<file path="config.mk">
export PLATFORM = sky130hd
export DESIGN_NAME = matrix_result_streamer_flat
export DESIGN_NICKNAME = d
export VERILOG_FILES = /design/src/rtl/matrix_result_streamer_if.sv /design/src/rtl/matrix_result_streamer.sv /design/src/flat_wrapper.sv
export SDC_FILE = /design/constraint.sdc
export NUM_CORES = 1
export LEC_CHECK = 0
export CAP_MARGIN = 5
export CORE_MARGIN = 2
export CORE_UTILIZATION = 42
export CTS_BUF_LIST = sky130_fd_sc_hd__clkbuf_16
export DETAILED_ROUTE_END_ITERATION = 10
export HOLD_SLACK_MARGIN = 0.02
export PLACE_DENSITY = 0.67
export SLEW_MARGIN = 30
export SYNTH_ARGS = -nofsm -noshare
export SYNTH_HDL_FRONTEND = slang
export SYNTH_SLANG_ARGS = --single-unit
</file>
<file path="constraint.sdc">
create_clock -name clk -period 2.55 [get_ports clk]
set_input_delay 0.51 -clock clk [delete_from_list [all_inputs] [get_ports clk]]
set_output_delay 0.51 -clock clk [all_outputs]
set_load 0.05 [all_outputs]
</file>
<file path="src/rtl/matrix_result_streamer_if.sv">
// matrix_result_streamer_if: result capture and beat stream bundle between multiplier, streamer and consumer.
interface matrix_result_streamer_if #(parameter int DATA_W = 8);
    logic              done_in;
    logic [DATA_W-1:0] c00, c01, c10, c11;
    logic [DATA_W-1:0] out_data;
    logic              out_valid;
    logic              out_ready;
    logic [1:0]        out_idx;
    logic              out_last;
    logic              busy;
    logic              overflow;
    logic [7:0]        frame_cnt;
    modport master (
        output done_in, c00, c01, c10, c11, out_ready,
        input  out_data, out_valid, out_idx, out_last, busy, overflow, frame_cnt
    );
    modport slave (
        input  done_in, c00, c01, c10, c11, out_ready,
        output out_data, out_valid, out_idx, out_last, busy, overflow, frame_cnt
    );
endinterface

</file>
<file path="src/rtl/matrix_result_streamer.sv">
// matrix_result_streamer: captures a 2x2 result on done_in and streams it one element per
// valid/ready beat, with one pending frame of buffering, a frame counter and sticky overflow.
module matrix_result_streamer #(
    parameter int DATA_W    = 8,
    parameter bit COL_MAJOR = 1'b0
) (
    input logic clk,
    input logic rst,
    matrix_result_streamer_if.slave bus
);
    typedef enum logic {IDLE, SEND} state_t;
    state_t            state, nstate;
    logic [DATA_W-1:0] cin [4];
    logic [DATA_W-1:0] act [4];
    logic [DATA_W-1:0] pend [4];
    logic              pend_full, ovf;
    logic [1:0]        beat, idx;
    logic [7:0]        cnt;
    logic              hs, last_hs, ld_in, ld_pend, cap_pend, pend_clr, set_ovf;

    assign cin = '{bus.c00, bus.c01, bus.c10, bus.c11};
    assign hs      = (state == SEND) & bus.out_ready;
    assign last_hs = hs & (beat == 2'd3);

    always_comb begin
        nstate   = state;
        ld_in    = 1'b0;
        ld_pend  = 1'b0;
        cap_pend = 1'b0;
        pend_clr = 1'b0;
        set_ovf  = 1'b0;
        if (state == IDLE) begin
            ld_in  = bus.done_in;
            nstate = bus.done_in ? SEND : IDLE;
        end else if (last_hs) begin
            // active frame retires: pending (if any) takes its place, freeing room for a new capture
            ld_pend  = pend_full;
            cap_pend = pend_full & bus.done_in;
            pend_clr = pend_full & ~bus.done_in;
            ld_in    = ~pend_full & bus.done_in;
            nstate   = (pend_full | bus.done_in) ? SEND : IDLE;
        end else begin
            cap_pend = bus.done_in & ~pend_full;
            set_ovf  = bus.done_in & pend_full;
        end
    end

    always_ff @(posedge clk or posedge rst) begin
        if (rst) state <= IDLE;
        else     state <= nstate;
    end

    always_ff @(posedge clk or posedge rst) begin
        if (rst) begin
            act       <= '{default: '0};
            pend      <= '{default: '0};
            pend_full <= 1'b0;
            ovf       <= 1'b0;
            beat      <= 2'd0;
            cnt       <= 8'd0;
        end else begin
            if (hs) beat <= beat + 2'd1;
            if (last_hs) cnt <= cnt + 8'd1;
            if (set_ovf) ovf <= 1'b1;
            if (cap_pend) pend_full <= 1'b1;
            else if (pend_clr) pend_full <= 1'b0;
            if (ld_in) act <= cin;
            else if (ld_pend) act <= pend;
            if (cap_pend) pend <= cin;
        end
    end

    assign idx           = COL_MAJOR ? {beat[0], beat[1]} : beat;
    assign bus.out_valid = (state == SEND);
    assign bus.out_idx   = idx;
    assign bus.out_data  = act[idx];
    assign bus.out_last  = (state == SEND) & (beat == 2'd3);
    assign bus.busy      = (state == SEND) | pend_full;
    assign bus.overflow  = ovf;
    assign bus.frame_cnt = cnt;
endmodule

</file>
<file path="src/flat_wrapper.sv">
// flat-port wrapper written by rule: the top's interface ports become plain ports
module matrix_result_streamer_flat 
#(
    parameter int DATA_W    = 8,
    parameter bit COL_MAJOR = 1'b0
)
  (clk, rst, bus_done_in, bus_c00, bus_c01, bus_c10, bus_c11, bus_out_ready, bus_out_data, bus_out_valid, bus_out_idx, bus_out_last, bus_busy, bus_overflow, bus_frame_cnt);
  matrix_result_streamer_if #(.DATA_W(DATA_W)) bus_i ();
  input logic clk;
  input logic rst;
  input wire logic [$bits(bus_i.done_in)-1:0] bus_done_in;
  input wire logic [$bits(bus_i.c00)-1:0] bus_c00;
  input wire logic [$bits(bus_i.c01)-1:0] bus_c01;
  input wire logic [$bits(bus_i.c10)-1:0] bus_c10;
  input wire logic [$bits(bus_i.c11)-1:0] bus_c11;
  input wire logic [$bits(bus_i.out_ready)-1:0] bus_out_ready;
  output wire logic [$bits(bus_i.out_data)-1:0] bus_out_data;
  output wire logic [$bits(bus_i.out_valid)-1:0] bus_out_valid;
  output wire logic [$bits(bus_i.out_idx)-1:0] bus_out_idx;
  output wire logic [$bits(bus_i.out_last)-1:0] bus_out_last;
  output wire logic [$bits(bus_i.busy)-1:0] bus_busy;
  output wire logic [$bits(bus_i.overflow)-1:0] bus_overflow;
  output wire logic [$bits(bus_i.frame_cnt)-1:0] bus_frame_cnt;
  assign bus_i.done_in = bus_done_in;
  assign bus_i.c00 = bus_c00;
  assign bus_i.c01 = bus_c01;
  assign bus_i.c10 = bus_c10;
  assign bus_i.c11 = bus_c11;
  assign bus_i.out_ready = bus_out_ready;
  assign bus_out_data = bus_i.out_data;
  assign bus_out_valid = bus_i.out_valid;
  assign bus_out_idx = bus_i.out_idx;
  assign bus_out_last = bus_i.out_last;
  assign bus_busy = bus_i.busy;
  assign bus_overflow = bus_i.overflow;
  assign bus_frame_cnt = bus_i.frame_cnt;
  matrix_result_streamer #(.DATA_W(DATA_W), .COL_MAJOR(COL_MAJOR)) u_core (.clk(clk), .rst(rst), .bus(bus_i));
endmodule
</file>
==> flow_metrics.tcl <==
set metrics [dict create \
    ctsHoldBuffers 0 \
    synth_area_leader_cell "dfrtp_1" \
    drv_slew 0 \
    routed_wl_um 6730 \
    skew_ns 0.00668 \
    critPathRequiredTime_ns 2.04 \
    busiest_layer "met2" \
    cts_resized 0 \
    postRouteAntennaNets 0 \
    grt_pass1_wl_um 10800 \
    final_cells 403 \
    cts_root_buf "clkbuf_16" \
    io_buffers 57 \
    htree_num_levels 3 \
    cp_data_arrival_time_ns 1.85 \
    start_util_pct 43.4 \
    place_area_um2 4270 \
    path_class "register to primary output" \
    drive_above_1_share_pct 46.3 \
    drt_iter0_drc 92 \
    max_freq_mhz 423 \
    wire_per_inst_um 16.7 \
    synth_edf_count 0 \
    drc 0 \
    synthArstFlopShare_pct 100 \
    synth_nets 270 \
    cts-buffers-inserted 9 \
    p_per_area_nw_per_um2 1330 \
    p_total_mw 6.05 \
    dieHeight_um 96.1 \
    antenna_found_initial 0 \
    fp-row-count 33 \
    cts_sinks 77 \
    worstPathMaxFanout 11 \
    grt-ovfl-total 0 \
    routed_via_density 5.11 \
    final_nets 332 \
    use_met1_pct 21.6 \
    end_kind "primary output" \
    design_area_um2 4550 \
    ys_types 28 \
    p_leak_nw 1.94 \
    drv_cap 0 \
    dpl.hpwl_um 4320 \
    ys_ff_latch 77 \
    gp_congestion 0.754 \
    dieArea_um2 9230 \
    clockBufferDepth 2 \
    vias 2060 \
    hold_ws_ns 0.462 \
    cp-start-kind "register" \
    chipWidth_um 96.1 \
    setup_tns_ns 0 \
    core_area_um2 8220 \
    hold_viol_final 0 \
    cts_tree "built" \
    placedCellCount 388 \
    seq_area_frac_synth_pct 54.1 \
    syn_area_per_cell_um2 15.4 \
    yosysWarnings 0 \
    clkLatencyLatePin_ns 0.32 \
    worst_slew_pin_slew_ns 0.522 \
    fin_crit_ns 2.36 \
    grt_pass1_vias 2080 \
    grt_use_total_pct 15.7 \
    syn_inst 232 \
    syn_area_um2 3560 \
    drtPass1Iterations 6 \
    synth_flop_cell "dfrtp_1" \
    hold_path_class "register to register" \
    rsz0062_at_grt "false" \
    grt_max_degree 78 \
    synth_area_leaders "dfrtp_1 54%, mux2_2 30%, mux4_2 5.1%, xor2_1 1.2%, buf_6 0.95%" \
    status "completed" \
    cts_setup_buffers 0 \
    slew_headroom_pct 65.1 \
    setup-violations-final 0 \
    io_pins 58 \
    diodes 0 \
    grtUsageMet3_pct 4.07 \
    netlist.area_leader.share_pct 54.1 \
    grt.met2_usage_pct 24.1 \
    finalCritPeriodShare_pct 92.7 \
    syn2layout_area_growth_pct 27.7 \
    vdd_drop_max_uv 742 \
    clk_pin_slew_ns 0.06 \
]
-- path summary, 6_finish.rpt --
check                                            from                       to  slack, ns  depth (start not counted)
worst max-delay path             u_core.bus.out_valid                 bus_busy       0.19                          2
worst min-delay path              u_core.bus.overflow      u_core.bus.overflow       0.46                          1
worst max register to register  u_core.bus.out_idx[0]           u_core.pend[8]       0.65                          5
worst min register to register    u_core.bus.overflow      u_core.bus.overflow       0.46                          1
max in group asynchronous                         rst           u_core.pend[7]       1.63                          3
min in group asynchronous                         rst  u_core.bus.frame_cnt[7]       0.60                          3
-- critical path: stages (launching register included) --
cell and delay (ns):
dfrtp_1 0.50, or2_2 0.34, clkdlybuf4s50_1 0.70
-- state kept, by name, indices dropped and copies added, names as in the netlist --
signal,count
u_core.bus.out_idx,2
u_core.bus.overflow,1
u_core.pend_full,1
u_core.act,32
u_core.bus.out_valid,1
u_core.bus.frame_cnt,8
u_core.pend,32
-- per-layer routing --
metal	up-vias	routed length, um
met4	0	50
met5	-	0
met2	34	3220
met1	1045	3200
met3	4	257
li1	977	-
-- stage by stage --
| stage | utilization, % | setup WS [ns] |
|---|---|---|
| after floorplan | - | 0.0733 |
| after global placement | 52.0 | 0.264 |
| after detailed placement | 52.0 | 0.241 |
| after CTS | 55.4 | 0.175 |
| after global routing | 55.4 | 0.130 |
| final | 55.4 | 0.186 |
-- cells in the final DEF (no fill, tap or decap) --
master	Yosys	layout
ha_1	2	2
nand2_1	4	4
nand3_1	3	3
clkinv_1	0	2
inv_2	0	1
mux4_2	8	8
nand4_2	1	1
and2_1	1	1
nor3_4	1	1
nor2_1	3	3
a21boi_0	1	1
mux2_1	2	2
inv_1	2	1
clkinvlp_4	0	1
a21o_1	1	1
dfrtp_1	77	77
o21ai_4	0	1
xnor2_1	3	3
buf_4	3	11
a41o_1	1	1
bufinv_16	0	1
and3b_1	1	1
nor3_1	2	2
a22o_1	1	1
buf_12	0	5
o21bai_1	1	1
clkdlybuf4s50_1	0	47
mux2_2	96	96
clkinv_2	0	2
or2_2	1	1
xor2_1	5	5
clkbuf_16	0	9
nand4_1	2	2
-- cells in the mapped netlist (2+ instances only) --
master,n
buf_2,5
buf_4,3
buf_6,3
dfrtp_1,77
ha_1,2
inv_1,2
mux2_1,2
mux2_2,96
mux4_2,8
nand2_1,4
nand3_1,3
nand4_1,2
nor2_1,3
nor3_1,2
xnor2_1,3
xor2_1,5
-- cell type report --
| class | count | area [um2] |
|---|---|---|
| Fill cell | 677 | 3670 |
| Sequential cell | 77 | 1930 |
| Multi-Input combinational cell | 141 | 1550 |
| Timing Repair Buffer | 63 | 653 |
| Clock buffer | 9 | 225 |
| Tap cell | 105 | 131 |
| Clock inverter | 6 | 55.1 |
| Inverter | 2 | 7.51 |
-- power breakdown --
group	switching, mW	internal [mW]
Sequential	0.314	1.81
Combinational	1.34	1.40
Clock	0.452	0.741
-- cell families after synthesis --
kind of cell / after synthesis / synth area share (%)
buffers and inverters: 14 / 2.60
AOI/OAI and AO/OA: 6 / 1.41
muxes: 106 / 36.0
adders and majority gates: 2 / 0.702
xor gates and xnor gates: 8 / 1.97
DFF: 77 / 54.1
and+or+nand+nor: 19 / 3.20
(Power assumes the default switching activity.)
